`config.mk`:
```
export PLATFORM = sky130hd
export DESIGN_NAME = rv32i_mc_ctrl_flat
export DESIGN_NICKNAME = d
export VERILOG_FILES = /design/src/rtl/rv32i_mc_ctrl_if.sv /design/src/rtl/rv32i_mc_ctrl.sv /design/src/flat_wrapper.sv
export SDC_FILE = /design/constraint.sdc
export NUM_CORES = 1
export LEC_CHECK = 0
export BUFFER_PORTS_ARGS = -buffer_cell sky130_fd_sc_hd__buf_4
export CORE_ASPECT_RATIO = 1.75
export CORE_MARGIN = 2
export CORE_UTILIZATION = 47
export CTS_BUF_LIST = sky130_fd_sc_hd__clkbuf_16
export DETAILED_ROUTE_END_ITERATION = 10
export PLACE_DENSITY = 0.73
export SLEW_MARGIN = 20
export SYNTH_ARGS = -nofsm -noshare
export SYNTH_HDL_FRONTEND = slang
export SYNTH_SLANG_ARGS = --single-unit
```
`constraint.sdc`:
```
create_clock -name clk -period 3 [get_ports clk]
set_input_delay 0.75 -clock clk [delete_from_list [all_inputs] [get_ports clk]]
set_output_delay 0.75 -clock clk [all_outputs]
set_load 0.03 [all_outputs]
```
`src/rtl/rv32i_mc_ctrl_if.sv`:
```
// Request/grant/valid buses between the RV32I multi-cycle sequencer (master)
// and the instruction and data memories (slave).
interface rv32i_mc_ctrl_if;
    logic [31:0] instr;
    logic        imem_req;
    logic        imem_gnt;
    logic        imem_rvalid;
    logic        dmem_req;
    logic        dmem_we;
    logic        dmem_gnt;
    logic        dmem_rvalid;

    modport master (
        output imem_req, dmem_req, dmem_we,
        input  instr, imem_gnt, imem_rvalid, dmem_gnt, dmem_rvalid
    );

    modport slave (
        input  imem_req, dmem_req, dmem_we,
        output instr, imem_gnt, imem_rvalid, dmem_gnt, dmem_rvalid
    );
endinterface

```
`src/rtl/rv32i_mc_ctrl.sv`:
```
// Multi-cycle RV32I control sequencer: fetch, decode, execute, memory and
// writeback over a shared datapath, with retire counting and trap handling.
module rv32i_mc_ctrl #(
    parameter int MEM_TIMEOUT = 255
) (
    input  logic                   clk,
    input  logic                   rst_n,
    rv32i_mc_ctrl_if.master        bus,
    input  logic                   br_taken,
    output logic                   ir_we,
    output logic                   pc_we,
    output logic [1:0]             pc_sel,
    output logic                   rf_we,
    output logic [1:0]             wb_sel,
    output logic                   alu_a_sel,
    output logic                   alu_b_sel,
    output logic                   trap,
    output logic [1:0]             trap_cause,
    output logic [2:0]             state,
    output logic [31:0]            instr_cnt
);
    // Wide enough that a saturated counter sits above MEM_TIMEOUT and can
    // never match it again within the same memory phase.
    localparam int            TW        = $clog2(MEM_TIMEOUT + 2);
    localparam logic [TW-1:0] TMO_LIMIT = TW'(MEM_TIMEOUT);

    localparam logic [6:0] OP_LUI    = 7'b0110111;
    localparam logic [6:0] OP_AUIPC  = 7'b0010111;
    localparam logic [6:0] OP_JAL    = 7'b1101111;
    localparam logic [6:0] OP_JALR   = 7'b1100111;
    localparam logic [6:0] OP_BRANCH = 7'b1100011;
    localparam logic [6:0] OP_LOAD   = 7'b0000011;
    localparam logic [6:0] OP_STORE  = 7'b0100011;
    localparam logic [6:0] OP_IMM    = 7'b0010011;
    localparam logic [6:0] OP_OP     = 7'b0110011;

    typedef enum logic [2:0] {
        S_RESET    = 3'd0,
        S_FETCH    = 3'd1,
        S_WAIT_IF  = 3'd2,
        S_DECODE   = 3'd3,
        S_EXEC     = 3'd4,
        S_MEM      = 3'd5,
        S_WAIT_MEM = 3'd6,
        S_TRAP     = 3'd7
    } state_t;

    state_t        state_q;
    state_t        state_d;
    logic [6:0]    opcode_q;
    logic [TW-1:0] tmo_cnt;
    logic [1:0]    cause_q;
    logic          tmo_hit;
    logic          is_mem_op;
    logic          in_mem_phase;
    logic          tmo_clear;
    logic          unused_instr_bits;

    function automatic logic is_legal(input logic [6:0] op);
        case (op)
            OP_LUI, OP_AUIPC, OP_JAL, OP_JALR, OP_BRANCH,
            OP_LOAD, OP_STORE, OP_IMM, OP_OP: return 1'b1;
            default:                          return 1'b0;
        endcase
    endfunction

    assign tmo_hit      = (tmo_cnt == TMO_LIMIT);
    assign is_mem_op    = (opcode_q == OP_LOAD) || (opcode_q == OP_STORE);
    assign in_mem_phase = (state_q == S_FETCH) || (state_q == S_WAIT_IF) ||
                          (state_q == S_MEM)   || (state_q == S_WAIT_MEM);
    assign tmo_clear    = ((state_d == S_FETCH) && (state_q != S_FETCH)) ||
                          ((state_d == S_MEM)   && (state_q != S_MEM));
    // Only the opcode field steers control; the rest belongs to the datapath.
    assign unused_instr_bits = ^bus.instr[31:7];

    assign state      = state_q;
    assign trap_cause = cause_q;

    always_ff @(posedge clk or negedge rst_n) begin
        if (!rst_n) state_q <= S_RESET;
        else        state_q <= state_d;
    end

    always_comb begin
        state_d = state_q;
        case (state_q)
            S_RESET:    state_d = S_FETCH;
            S_FETCH:    if (bus.imem_gnt)         state_d = S_WAIT_IF;
                        else if (tmo_hit)         state_d = S_TRAP;
            S_WAIT_IF:  if (bus.imem_rvalid)      state_d = S_DECODE;
                        else if (tmo_hit)         state_d = S_TRAP;
            S_DECODE:   state_d = is_legal(opcode_q) ? S_EXEC : S_TRAP;
            S_EXEC:     state_d = is_mem_op ? S_MEM : S_FETCH;
            S_MEM:      if (bus.dmem_gnt)         state_d = S_WAIT_MEM;
                        else if (tmo_hit)         state_d = S_TRAP;
            S_WAIT_MEM: if (bus.dmem_rvalid)      state_d = S_FETCH;
                        else if (tmo_hit)         state_d = S_TRAP;
            default:    state_d = S_TRAP;
        endcase
    end

    always_comb begin
        bus.imem_req = 1'b0;
        bus.dmem_req = 1'b0;
        bus.dmem_we  = 1'b0;
        ir_we        = 1'b0;
        pc_we        = 1'b0;
        pc_sel       = 2'd0;
        rf_we        = 1'b0;
        wb_sel       = 2'd0;
        alu_a_sel    = 1'b0;
        alu_b_sel    = 1'b0;
        trap         = 1'b0;
        case (state_q)
            S_FETCH:   bus.imem_req = 1'b1;
            S_WAIT_IF: ir_we        = bus.imem_rvalid;
            S_EXEC: begin
                pc_we = !is_mem_op;
                case (opcode_q)
                    OP_OP:     rf_we = 1'b1;
                    OP_IMM:    begin rf_we = 1'b1; alu_b_sel = 1'b1; end
                    OP_AUIPC:  begin rf_we = 1'b1; alu_a_sel = 1'b1; alu_b_sel = 1'b1; end
                    OP_LUI:    begin rf_we = 1'b1; wb_sel = 2'd3; end
                    OP_JAL:    begin rf_we = 1'b1; wb_sel = 2'd2; pc_sel = 2'd1; end
                    OP_JALR:   begin rf_we = 1'b1; wb_sel = 2'd2; pc_sel = 2'd2; alu_b_sel = 1'b1; end
                    OP_BRANCH: pc_sel = br_taken ? 2'd1 : 2'd0;
                    OP_LOAD, OP_STORE: alu_b_sel = 1'b1;
                    default:   pc_we = 1'b0;
                endcase
            end
            S_MEM: begin
                bus.dmem_req = 1'b1;
                bus.dmem_we  = (opcode_q == OP_STORE);
                alu_b_sel    = 1'b1;
            end
            S_WAIT_MEM: begin
                alu_b_sel = 1'b1;
                if (bus.dmem_rvalid) begin
                    pc_we  = 1'b1;
                    rf_we  = (opcode_q == OP_LOAD);
                    wb_sel = (opcode_q == OP_LOAD) ? 2'd1 : 2'd0;
                end
            end
            S_TRAP:  trap = 1'b1;
            default: ;
        endcase
    end

    always_ff @(posedge clk or negedge rst_n) begin
        if (!rst_n) begin
            opcode_q  <= 7'd0;
            instr_cnt <= 32'd0;
            tmo_cnt   <= '0;
            cause_q   <= 2'd0;
        end else begin
            if (ir_we) opcode_q <= bus.instr[6:0];
            if (pc_we) instr_cnt <= instr_cnt + 32'd1;
            if (tmo_clear)                         tmo_cnt <= '0;
            else if (in_mem_phase && tmo_cnt != '1) tmo_cnt <= tmo_cnt + TW'(1);
            if ((state_d == S_TRAP) && (state_q != S_TRAP)) begin
                case (state_q)
                    S_DECODE:           cause_q <= 2'd1;
                    S_FETCH, S_WAIT_IF: cause_q <= 2'd2;
                    default:            cause_q <= 2'd3;
                endcase
            end
        end
    end
endmodule

```
`src/flat_wrapper.sv`:
```
// flat-port wrapper written by rule: the top's interface ports become plain ports
module rv32i_mc_ctrl_flat 
#(
    parameter int MEM_TIMEOUT = 255
)
  (clk, rst_n, br_taken, ir_we, pc_we, pc_sel, rf_we, wb_sel, alu_a_sel, alu_b_sel, trap, trap_cause, state, instr_cnt, bus_imem_req, bus_dmem_req, bus_dmem_we, bus_instr, bus_imem_gnt, bus_imem_rvalid, bus_dmem_gnt, bus_dmem_rvalid);
  rv32i_mc_ctrl_if bus_i ();
  input  logic clk;
  input  logic rst_n;
  input  logic br_taken;
  output logic ir_we;
  output logic pc_we;
  output logic [1:0] pc_sel;
  output logic rf_we;
  output logic [1:0] wb_sel;
  output logic alu_a_sel;
  output logic alu_b_sel;
  output logic trap;
  output logic [1:0] trap_cause;
  output logic [2:0] state;
  output logic [31:0] instr_cnt;
  output wire logic [$bits(bus_i.imem_req)-1:0] bus_imem_req;
  output wire logic [$bits(bus_i.dmem_req)-1:0] bus_dmem_req;
  output wire logic [$bits(bus_i.dmem_we)-1:0] bus_dmem_we;
  input wire logic [$bits(bus_i.instr)-1:0] bus_instr;
  input wire logic [$bits(bus_i.imem_gnt)-1:0] bus_imem_gnt;
  input wire logic [$bits(bus_i.imem_rvalid)-1:0] bus_imem_rvalid;
  input wire logic [$bits(bus_i.dmem_gnt)-1:0] bus_dmem_gnt;
  input wire logic [$bits(bus_i.dmem_rvalid)-1:0] bus_dmem_rvalid;
  assign bus_imem_req = bus_i.imem_req;
  assign bus_dmem_req = bus_i.dmem_req;
  assign bus_dmem_we = bus_i.dmem_we;
  assign bus_i.instr = bus_instr;
  assign bus_i.imem_gnt = bus_imem_gnt;
  assign bus_i.imem_rvalid = bus_imem_rvalid;
  assign bus_i.dmem_gnt = bus_dmem_gnt;
  assign bus_i.dmem_rvalid = bus_dmem_rvalid;
  rv32i_mc_ctrl #(.MEM_TIMEOUT(MEM_TIMEOUT)) u_core (.clk(clk), .rst_n(rst_n), .bus(bus_i), .br_taken(br_taken), .ir_we(ir_we), .pc_we(pc_we), .pc_sel(pc_sel), .rf_we(rf_we), .wb_sel(wb_sel), .alu_a_sel(alu_a_sel), .alu_b_sel(alu_b_sel), .trap(trap), .trap_cause(trap_cause), .state(state), .instr_cnt(instr_cnt));
endmodule
```
Yosys cells after proc, flatten, opt, wreduce, memory -nomap -nowiden:

Index checks and enable logic that the tools add are counted.
W data, S select, Z words.

* add/subtract/negate cells: 2
* eq/ne operators: 24
* mux-type cells: 35
* reduce and logical (&&, ||, !) cells: 18

Operators by type and width (count)
* $add A32 B1 Y32 const B: 1
* $eq A7 B6 Y1 const B: 3
* $eq A7 B7 Y1 const B: 3
* $pmux W3 S7: 1
* $eq A3 B3 Y1 const B: 6
* $mux W3: 6
* $mux W9: 2
* $mux W1: 16
* $eq A7 B5 Y1 const B: 2
* $pmux W2 S2: 3
* $add A9 B1 Y9 const B: 1
* $eq A9 B8 Y1 const B: 1
* $ne A9 B9 Y1 const B: 1
* $reduce_or A9 Y1: 1
* $eq A7 B2 Y1 const B: 1
* $eq A3 B1 Y1 const B: 2
* $eq A3 B2 Y1 const B: 2
* $mux W2: 3
* $ne A3 B3 Y1 const B: 2
* $pmux W1 S2: 3
* $pmux W2 S3: 1
* $reduce_or A2 Y1: 3
* $reduce_or A6 Y1: 1
* $logic_or A1 B1 Y1: 5
* 6 further kinds: 9

* bits in registers: 53
* input bits: 39
* output and inout port bits: 50
* word-level logic and storage cells: 84

Depth between registers and ports, before layout:

Gate-level depths: netlist of the first run.

* depth in word-level cells: 10
* depth in mapped cells: 8
* gate-level depth less buffers: 8

Worst setup path after synthesis of the first run:

No wires, ideal clock.

* kind: register to output
* start: register u_core.state_q[1] (netlist: u_core.state[1])
* end: output wb_sel[0]
* arrival time: 1801 ps
* required time: 2250 ps
* setup slack: 449 ps
* stages on the path, launching flop included: 5
* buffers on the path: 0
* path through: dfrtp_1 -> nand2b_1 -> nor3_1 -> nand3b_1 -> o21ai_0

* word-level cells in the longest chain between the ends: 2
* elaborated cells on any way between the ends: 3
* classes of those cells: eq/ne (2); mux (1)

RTL lines
* start, declared: RTL line rv32i_mc_ctrl.sv:48 `state_t state_q;`
* start signal, assigned: RTL line rv32i_mc_ctrl.sv:81 `else state_q <= state_d;`
* $eq A3 B3 Y1: RTL line rv32i_mc_ctrl.sv:114 `case (state_q)`
* $pmux W2 S2 *: RTL line rv32i_mc_ctrl.sv:114
* end, declared: RTL line flat_wrapper.sv:15 `output logic [1:0] wb_sel;`

Every way passes the cells marked *; elsewhere a longest branch is shown, timed or not.

Worst setup path after layout of the first run:

* start: register u_core.state_q[1] (netlist: u_core.state[1])
* end: output pc_we

* word-level cells in the longest chain between the ends: 2
* elaborated cells on any way between the ends: 3
* classes of those cells: eq/ne (2); mux (1)

RTL lines
* $eq A3 B3 Y1: RTL line rv32i_mc_ctrl.sv:114
* $pmux W1 S2 *: RTL line rv32i_mc_ctrl.sv:114
* end, declared: RTL line flat_wrapper.sv:12 `output logic pc_we;`

Marks and branches as above.

==> results.sh, run 1 <==
export IMPL_status="complete, no violations"
export IMPL_finalWorstSetupSlack_ns=0.282
export IMPL_initial_core_util_pct=48.2
export IMPL_holdBufCountCts=0
export IMPL_power_leakage_nw=1.48
export IMPL_cts_resized=0
export IMPL_wl_um=6330
export IMPL_holdWs_ns=0.475
export IMPL_grt_max_degree=54
export IMPL_drive_gt1_share_pct=25.9
export IMPL_drc_errors=0
export IMPL_yosysMostFrequentCell="dfrtp_1"
export IMPL_synth_fp_nets=325
export IMPL_area_growth_pct=24.9
export IMPL_dr_pass1_iters=4
export IMPL_io_buffers=63
export IMPL_synth_area_leader_cell="dfrtp_1"
export IMPL_grt_pass1_wl_um=10400
export IMPL_clock_sinks=53
export IMPL_tightestPinTransition_ns=0.708
export IMPL_avgSynthCellArea_um2=9.96
export IMPL_clk_pin_slew_ns=0.07
export IMPL_power_density_mw_per_mm2=690
export IMPL_numCtsBuffers=5
export IMPL_cts_max_path_buffers=2
export IMPL_ctsHtreeMaxLevel=2
export IMPL_antenna_cells=0
export IMPL_critPathKind="flop to primary output"
export IMPL_cp_required_ns=2.25
export IMPL_wl_per_cell_um=14.9
export IMPL_nNetsFinal=390
export IMPL_cts_root_buffer="clkbuf_16"
export IMPL_grt_pass1_vias=2298
export IMPL_drtIter0Drc=123
export IMPL_synthCells=282
export IMPL_period_share_pct=90.6
export IMPL_path_max_fanout=8
export IMPL_clk_insertion_delay_late_ns=0.29
export IMPL_io_pins=89
export IMPL_yosysWarnings=0
export IMPL_gp_congestion=0.872
export IMPL_num_vias=2348
export IMPL_crit_arrival_ns=1.97
export IMPL_ys_ff_latch=53
export IMPL_fmax_mhz=368
export IMPL_cp_end_kind="primary output"
export IMPL_clock_skew_ns=0.00502
export IMPL_drtAntennaViolNets=0
export IMPL_synth_cell_type_count=48
export IMPL_cts_tree="built"
export IMPL_synth_seq_area_share_pct=47.2
export IMPL_period_needed_ns=2.72
export IMPL_die_w_um=62.4
export IMPL_start_kind="flop"
export IMPL_setup_viol=0
export IMPL_hold_violations=0
export IMPL_gr_total_overflow=0
export IMPL_synth_edf_count=0
export IMPL_vias_per_cell=5.51
export IMPL_die_h_um=106
export IMPL_netlist_top_cells_area="dfrtp_1 (47%), xor2_1 (7.5%), xnor2_1 (4.4%)"
export IMPL_grt_antenna_before_repair=0
export IMPL_tns_ns=0
export IMPL_fin_area_mm2=0.00351
export IMPL_synthFlopType="dfrtp_1"
export IMPL_syn_area_mm2=0.00281
export IMPL_synth_common_cells="dfrtp_1 (53), nand2_1 (26), xor2_1 (24)"
export IMPL_dieArea_mm2=0.00664
export IMPL_dp_hpwl_um=4630
export IMPL_placed_cell_area_mm2=0.00337
export IMPL_hp_class="flop to flop"
export IMPL_postCtsSetupRepairBufs=0
export IMPL_num_rows=37
export IMPL_rsz0062_at_grt="no"
export IMPL_grt_usage_pct=19.6
export IMPL_coreArea_mm2=0.00583
export IMPL_vdd_ir_drop_max_mv=0.409
export IMPL_async_flop_share_pct=100
export IMPL_relSlewSlack_pct=52.8
export IMPL_synth_top_area_share_pct=47.2
export IMPL_drv_cap=0
export IMPL_post_place_ws_ns=0.520
export IMPL_report_final_slew_viol_count=0
==> registers in the layout, indices dropped and copies added, names as in the netlist <==
register and flops:
u_core.tmo_cnt 9, u_core.state 3, u_core.opcode_q 7, u_core.instr_cnt 32, u_core.trap_cause 2
==> stage by stage <==
| step | utilization, % | cells | power (mW) |
|---|---|---|---|
| global placement | 57.8 | 418 | 1.87 |
| CTS | 60.2 | 426 | 2.44 |
| floorplan | - | 282 | 1.60 |
| finish | 60.2 | 426 | 2.42 |
| global route | 60.2 | 426 | 2.56 |
| detailed placement | 57.8 | 418 | 1.88 |
==> layout make-up <==
type	instances	area, µm²
clock inverter	3	13.8
sequential	53	1330
clock buffer	5	125
fill	528	2320
multi-input combinational	212	1400
tap	78	97.6
timing repair buffer	70	526
inverter	5	18.8
==> cell usage in the layout, fill, tap and decap left out, types with 2 or more instances in the layout <==
cell type / instances
clkinv_2: 2
nand3_1: 15
ha_1: 4
o21bai_1: 2
nand2b_1: 4
nand3b_1: 2
buf_4: 70
xor2_1: 24
inv_1: 6
nand2_1: 26
or3_1: 2
a211oi_1: 3
and3_1: 5
nor3b_1: 2
nand4_1: 12
nor2b_1: 4
nor2_1: 19
clkbuf_16: 5
dfrtp_1: 53
or2_2: 2
nor4_2: 2
mux2_2: 8
o21ai_0: 8
nor3_1: 10
nor4_1: 12
nor4b_1: 2
and4_1: 2
and2_1: 3
xnor2_1: 14
a21oi_1: 7
o22ai_1: 2
==> critical path, stage by stage, from the launching register on <==
cell,delay [ns]
dfrtp_1,0.47
nand2b_1,0.20
or3_1,0.40
o31a_1,0.32
inv_1,0.11
buf_4,0.17
==> metal layers <==
layer	part of all wire (%)	GRT usage [%]	up-vias
li1	-	-	1131
met2	54	36.1	58
met5	0	0	-
met4	1.4	9.37	0
met3	3.5	2.96	8
met1	41	21.6	1151
==> worst paths after layout <==
path	start	end	slack, ns	depth (start not counted)
max	u_core.state[1]	pc_we	0.28	5
min	u_core.instr_cnt[31]	u_core.instr_cnt[31]	0.47	1
max reg2reg	u_core.instr_cnt[8]	u_core.instr_cnt[28]	0.68	5
min reg2reg	u_core.instr_cnt[31]	u_core.instr_cnt[31]	0.47	1
max in group asynchronous	rst_n	u_core.instr_cnt[28]	2.06	1
min in group asynchronous	rst_n	u_core.instr_cnt[5]	0.49	1
==> logic make-up (layout without fill, tap and decap cells) <==
kind of cell	after synthesis	in the layout	synth area share (%)
buffers and inverters	17	83	2.85
and+or+nand+nor	129	129	25.3
adders and majority gates	4	4	1.78
AOI/OAI and AO/OA	32	32	7.44
xor gates and xnor gates	38	38	11.8
muxes	9	9	3.56
DFF	53	53	47.2
==> report_power, final <==
part / internal (mW) / total, mW / switching [mW]
clock: 0.303 / 0.542 / 0.239
sequential: 0.831 / 1.00 / 0.170
combinational: 0.361 / 0.877 / 0.516
(Power assumes the default switching activity.)
==> inputs of run 2 (changes only) <==
--- a/config.mk
+++ b/config.mk
@@ -11,7 +11,7 @@
 export CORE_UTILIZATION = 47
 export CTS_BUF_LIST = sky130_fd_sc_hd__clkbuf_16
 export DETAILED_ROUTE_END_ITERATION = 10
-export PLACE_DENSITY = 0.73
+export PLACE_DENSITY_LB_ADDON = 0.1
 export SLEW_MARGIN = 20
 export SYNTH_ARGS = -nofsm -noshare
 export SYNTH_HDL_FRONTEND = slang
==> results.sh, run 2 (synthesized netlist as in run 1, its figures left out) <==
export IMPL_gp_congestion=0.798
export IMPL_num_vias=2313
export IMPL_cp_required_ns=2.25
export IMPL_clock_sinks=53
export IMPL_fin_cells=425
export IMPL_vias_per_cell=5.44
export IMPL_wl_per_cell_um=14.5
export IMPL_tns_ns=0
export IMPL_drtAntennaViolNets=0
export IMPL_grt_pass1_vias=2237
export IMPL_vdd_ir_drop_max_mv=0.551
export IMPL_clk_pin_slew_ns=0.07
export IMPL_drtIter0Drc=145
export IMPL_cp_end_kind="primary output"
export IMPL_io_pins=89
export IMPL_coreArea_mm2=0.00583
export IMPL_layout_commonest_cell="buf_4"
export IMPL_cts_root_buffer="clkbuf_16"
export IMPL_top_register="u_core.instr_cnt"
export IMPL_drc_errors=0
export IMPL_area_growth_pct=25.7
export IMPL_period_share_pct=89.6
export IMPL_clock_skew_ns=0.00744
export IMPL_report_final_slew_viol_count=0
export IMPL_dr_pass1_iters=4
export IMPL_setup_viol=0
export IMPL_tightestPinTransition_ns=0.719
export IMPL_grt_max_degree=54
export IMPL_grt_antenna_before_repair=0
export IMPL_wl_um=6160
export IMPL_clk_insertion_delay_late_ns=0.29
export IMPL_drive_gt1_share_pct=25.9
export IMPL_antenna_cells=0
export IMPL_drv_cap=0
export IMPL_power_density_mw_per_mm2=710
export IMPL_largest_reg_flops=32
export IMPL_ctsHtreeMaxLevel=2
export IMPL_critPathKind="flop to primary output"
export IMPL_hp_class="flop to flop"
export IMPL_path_max_fanout=11
export IMPL_dieArea_mm2=0.00664
export IMPL_cts_max_path_buffers=2
export IMPL_dp_cells=418
export IMPL_relSlewSlack_pct=52.1
export IMPL_gr_total_overflow=0
export IMPL_die_w_um=62.4
export IMPL_cts_tree="built"
export IMPL_cts_resized=0
export IMPL_postCtsSetupRepairBufs=0
export IMPL_power_leakage_nw=1.49
export IMPL_numCtsBuffers=5
export IMPL_period_needed_ns=2.69
export IMPL_nNetsFinal=390
export IMPL_num_rows=37
export IMPL_grt_usage_pct=19.8
export IMPL_rsz0062_at_grt="no"
export IMPL_grt_pass1_wl_um=10600
export IMPL_final_core_util_pct=60.5
export IMPL_initial_core_util_pct=48.2
export IMPL_hold_violations=0
export IMPL_io_buffers=63
export IMPL_status="complete, no violations"
export IMPL_largestRegisters="u_core.instr_cnt: 32 flops, u_core.tmo_cnt: 9 flops, u_core.opcode_q: 7 flops"
export IMPL_dp_hpwl_um=4380
export IMPL_holdBufCountCts=0
export IMPL_crit_arrival_ns=1.94
export IMPL_fmax_mhz=372
export IMPL_die_h_um=106
export IMPL_final_cell_mix="buf_4 (70), dfrtp_1 (53), nand2_1 (26)"
export IMPL_start_kind="flop"
==> run 2: final timing paths <==
path | to | slack (ns) | depth (start not counted) | from
worst min register to register | u_core.instr_cnt[31] | 0.47 | 1 | u_core.instr_cnt[31]
min in group asynchronous | u_core.opcode_q[5] | 0.48 | 1 | rst_n
max in group asynchronous | u_core.tmo_cnt[2] | 2.07 | 1 | rst_n
worst min-delay path | u_core.instr_cnt[31] | 0.47 | 1 | u_core.instr_cnt[31]
worst max-delay path | pc_we | 0.31 | 5 | u_core.state[0]
worst max register to register | u_core.instr_cnt[27] | 0.68 | 5 | u_core.instr_cnt[8]
==> run 2: critical path, stage by stage (launching register included) <==
cell and delay, ns:
dfrtp_1 0.46, buf_4 0.20, or3_1 0.41, o31a_1 0.33, inv_1 0.09, buf_4 0.16
==> run 2: where the power goes <==
group	leakage (nW)	internal [mW]	switching, mW
combinational	0.794	0.360	0.518
sequential	0.614	0.831	0.156
clock	0.0797	0.388	0.254
==> run 2: routing by layer <==
| metal | vias up | routed length, µm | track usage [%] |
|---|---|---|---|
| met4 | 0 | 121 | 8.57 |
| met2 | 59 | 3260 | 35.4 |
| li1 | 1133 | - | - |
| met3 | 7 | 245 | 2.96 |
| met1 | 1114 | 2520 | 23.5 |
| met5 | - | 0 | 0 |
==> run 2: cell type report <==
class,instances,area (µm²)
fill,546,2300
multi-input combinational,212,1400
sequential,53,1330
timing repair buffer,70,526
clock buffer,5,125
tap,78,97.6
clock inverter,2,35.0
inverter,5,18.8
==> run 2: per-stage QoR <==
stage | instance area, µm² | hold slack (ns) | power, mW | worst slack (ns)
2_1_floorplan | 2810 | 0.454 | 1.60 | 0.449
3_3_place_gp | 3370 | 0.461 | 1.87 | 0.520
3_5_place_dp | 3370 | 0.466 | 1.88 | 0.522
4_1_cts | 3530 | 0.476 | 2.53 | 0.310
5_1_grt | 3530 | 0.494 | 2.65 | 0.238
6_report | 3530 | 0.468 | 2.51 | 0.311
==> inputs of run 3 (changes only) <==
--- a/config.mk
+++ b/config.mk
@@ -5,10 +5,13 @@
 export SDC_FILE = /design/constraint.sdc
 export NUM_CORES = 1
 export LEC_CHECK = 0
+export ABC_AREA = 1
 export BUFFER_PORTS_ARGS = -buffer_cell sky130_fd_sc_hd__buf_4
+export CELL_PAD_IN_SITES_DETAIL_PLACEMENT = 0
+export CELL_PAD_IN_SITES_GLOBAL_PLACEMENT = 1
 export CORE_ASPECT_RATIO = 1.75
 export CORE_MARGIN = 2
-export CORE_UTILIZATION = 47
+export CORE_UTILIZATION = 38
 export CTS_BUF_LIST = sky130_fd_sc_hd__clkbuf_16
 export DETAILED_ROUTE_END_ITERATION = 10
 export PLACE_DENSITY_LB_ADDON = 0.1
==> results.sh, run 3 <==
export IMPL_status="complete, no violations"
export IMPL_hp_class="primary input to async pin"
export IMPL_yosysMostFrequentCell="nand2_1"
export IMPL_dr_pass1_iters=4
export IMPL_holdBufCountCts=0
export IMPL_grt_pass1_wl_um=15800
export IMPL_largestRegisters="u_core.instr_cnt: 32 flops, u_core.tmo_cnt: 9 flops, u_core.opcode_q: 7 flops"
export IMPL_relSlewSlack_pct=53.4
export IMPL_grt_antenna_before_repair=0
export IMPL_cts_max_path_buffers=2
export IMPL_ctsHtreeMaxLevel=2
export IMPL_num_rows=46
export IMPL_synth_edf_count=0
export IMPL_regArea_mm2=0.00133
export IMPL_seq_power_share_pct=50.8
export IMPL_io_buffers=63
export IMPL_die_w_um=76.1
export IMPL_holdWs_ns=0.482
export IMPL_cts_root_buffer="clkbuf_16"
export IMPL_gr_total_overflow=0
export IMPL_initial_core_util_pct=38.5
export IMPL_internal_power_mw=1.12
export IMPL_p_sw_uw=305
export IMPL_fmax_mhz=364
export IMPL_synth_area_leader_cell="dfrtp_1"
export IMPL_synth_cell_type_count=32
export IMPL_synth_seq_area_share_pct=38.3
export IMPL_synthFlopType="dfrtp_1"
export IMPL_antenna_cells=0
export IMPL_nFillCells=980
export IMPL_drtIter0Drc=180
export IMPL_worstRegToRegCells=15
export IMPL_clock_sinks=53
export IMPL_cts_tree="built"
export IMPL_numCtsBuffers=5
export IMPL_async_flop_share_pct=100
export IMPL_drv_cap=0
export IMPL_largest_reg_flops=32
export IMPL_finalWorstSetupSlack_ns=0.256
export IMPL_drc_errors=0
export IMPL_cp_required_ns=2.25
export IMPL_netlist_top_cells_area="dfrtp_1 (38%), nand2_1 (17%), nand3_1 (6.9%)"
export IMPL_clk_pin_slew_ns=0.08
export IMPL_rsz0062_at_grt="no"
export IMPL_synthCells=491
export IMPL_synth_common_cells="nand2_1 (156), nor2_1 (64), dfrtp_1 (53)"
export IMPL_synth_top_area_share_pct=38.3
export IMPL_gp_congestion=0.872
export IMPL_cp_end_kind="primary output"
export IMPL_nNetsFinal=597
export IMPL_hold_violations=0
export IMPL_path_max_fanout=24
export IMPL_postCtsSetupRepairBufs=0
export IMPL_period_share_pct=91.5
export IMPL_grt_max_degree=54
export IMPL_num_vias=3378
export IMPL_area_growth_pct=21.7
export IMPL_total_power_mw=1.43
export IMPL_start_kind="flop"
export IMPL_post_place_ws_ns=0.544
export IMPL_coreArea_mm2=0.00898
export IMPL_tns_ns=0
export IMPL_ys_ff_latch=53
export IMPL_clock_skew_ns=0.0116
export IMPL_final_cell_mix="nand2_1 (156), buf_4 (66), nor2_1 (64)"
export IMPL_grt_usage_pct=20.4
export IMPL_avgSynthCellArea_um2=7.05
export IMPL_clk_insertion_delay_late_ns=0.30
export IMPL_period_needed_ns=2.74
export IMPL_cts_resized=0
export IMPL_grt_pass1_vias=3332
export IMPL_wl_um=9700
export IMPL_drtAntennaViolNets=0
export IMPL_swShare_pct=21.3
export IMPL_crit_arrival_ns=1.99
export IMPL_io_pins=89
export IMPL_power_leakage_nw=2.10
export IMPL_setup_viol=0
export IMPL_top_register="u_core.instr_cnt"
export IMPL_layout_commonest_cell="nand2_1"
export IMPL_tightestPinTransition_ns=0.700
export IMPL_dp_hpwl_um=7470
export IMPL_report_final_slew_viol_count=0
export IMPL_power_density_mw_per_mm2=339
export IMPL_wl_per_cell_um=14.4
export IMPL_multi_input_area_mm2=0.00190
export IMPL_die_h_um=130
export IMPL_dieArea_mm2=0.00992
export IMPL_critPathKind="flop to primary output"
export IMPL_syn_area_mm2=0.00346
export IMPL_pwr_share_comb_pct=3.1
export IMPL_pwr_share_clk_pct=46.1
export IMPL_synth_fp_nets=534
export IMPL_vdd_ir_drop_max_mv=0.202
export IMPL_vias_per_cell=5.00
export IMPL_drive_gt1_share_pct=18.0
export IMPL_yosysWarnings=0
==> run 3: cell types whose count changed after synthesis, moves of 5 or more <==
cell	change
nand2_1	+130
nor3_1	+7
inv_2	+11
o21ai_1	+5
nor2_1	+45
clkbuf_1	-6
nor4_1	-8
and3_1	-5
inv_1	+32
mux2_2	-8
nand3_1	+33
==> run 3: per-layer routing <==
metal	up-vias	wire, µm	track usage [%]
met5	-	0	0
met4	0	391	10.6
met3	18	295	3.11
met2	68	5440	41.6
met1	1599	3580	19.4
li1	1693	-	-
==> run 3: cell type report <==
type | count | share of cell area [%]
Timing Repair Buffer | 66 | 11.8
Inverter | 48 | 4.28
Clock buffer | 5 | 2.97
Clock inverter | 3 | 0.891
Multi-Input combinational cell | 380 | 45.0
Tap cell | 120 | 3.57
Sequential cell | 53 | 31.5
==> run 3: final timing paths <==
kind	slack (ns)	endpoint	from
setup / recovery	0.26	pc_we	u_core.state[2]
hold / removal	0.48	u_core.instr_cnt[1]	rst_n
setup reg to reg	0.65	u_core.tmo_cnt[7]	u_core.tmo_cnt[0]
hold reg to reg	0.49	u_core.trap_cause[0]	u_core.trap_cause[0]
max in group asynchronous	2.03	u_core.instr_cnt[24]	rst_n
min in group clk	0.49	u_core.trap_cause[0]	u_core.trap_cause[0]
==> run 3: through the flow <==
step	area [µm²]	util (%)	instances
3_3_place_gp	4050	45.1	667
4_1_cts	4210	46.9	675
6_report	4210	46.9	675
2_1_floorplan	3460	-	491
3_5_place_dp	4050	45.1	667
5_1_grt	4210	46.9	675
==> run 3: power groups by stage <==
stage               Combinational, mW  Sequential (mW)  Clock [mW]
global route                   0.0520            0.728       0.710
detailed placement             0.0466            0.741           0
finish                         0.0444            0.727       0.659
floorplan                      0.0146            0.740           0
global placement               0.0452            0.740           0
CTS                            0.0467            0.726       0.685
==> run 3: logic make-up (layout without fill, tap and decap cells) <==
| logic type | count (synthesis) | count (layout) | share of synthesized area [%] |
|---|---|---|---|
| simple gates | 321 | 321 | 41.4 |
| flops | 53 | 53 | 38.3 |
| fa+ha+maj | 4 | 4 | 1.45 |
| buf+inv | 58 | 122 | 6.87 |
| xor+xnor | 32 | 32 | 8.10 |
| compound gates | 23 | 23 | 3.83 |
==> run 3: worst max-delay path: stages (launching register included) <==
cell and delay, ns:
dfrtp_1 0.61, inv_2 0.16, nor2_4 0.17, inv_2 0.05, nor2_1 0.18, inv_2 0.23
nand2_2 0.14, buf_4 0.16
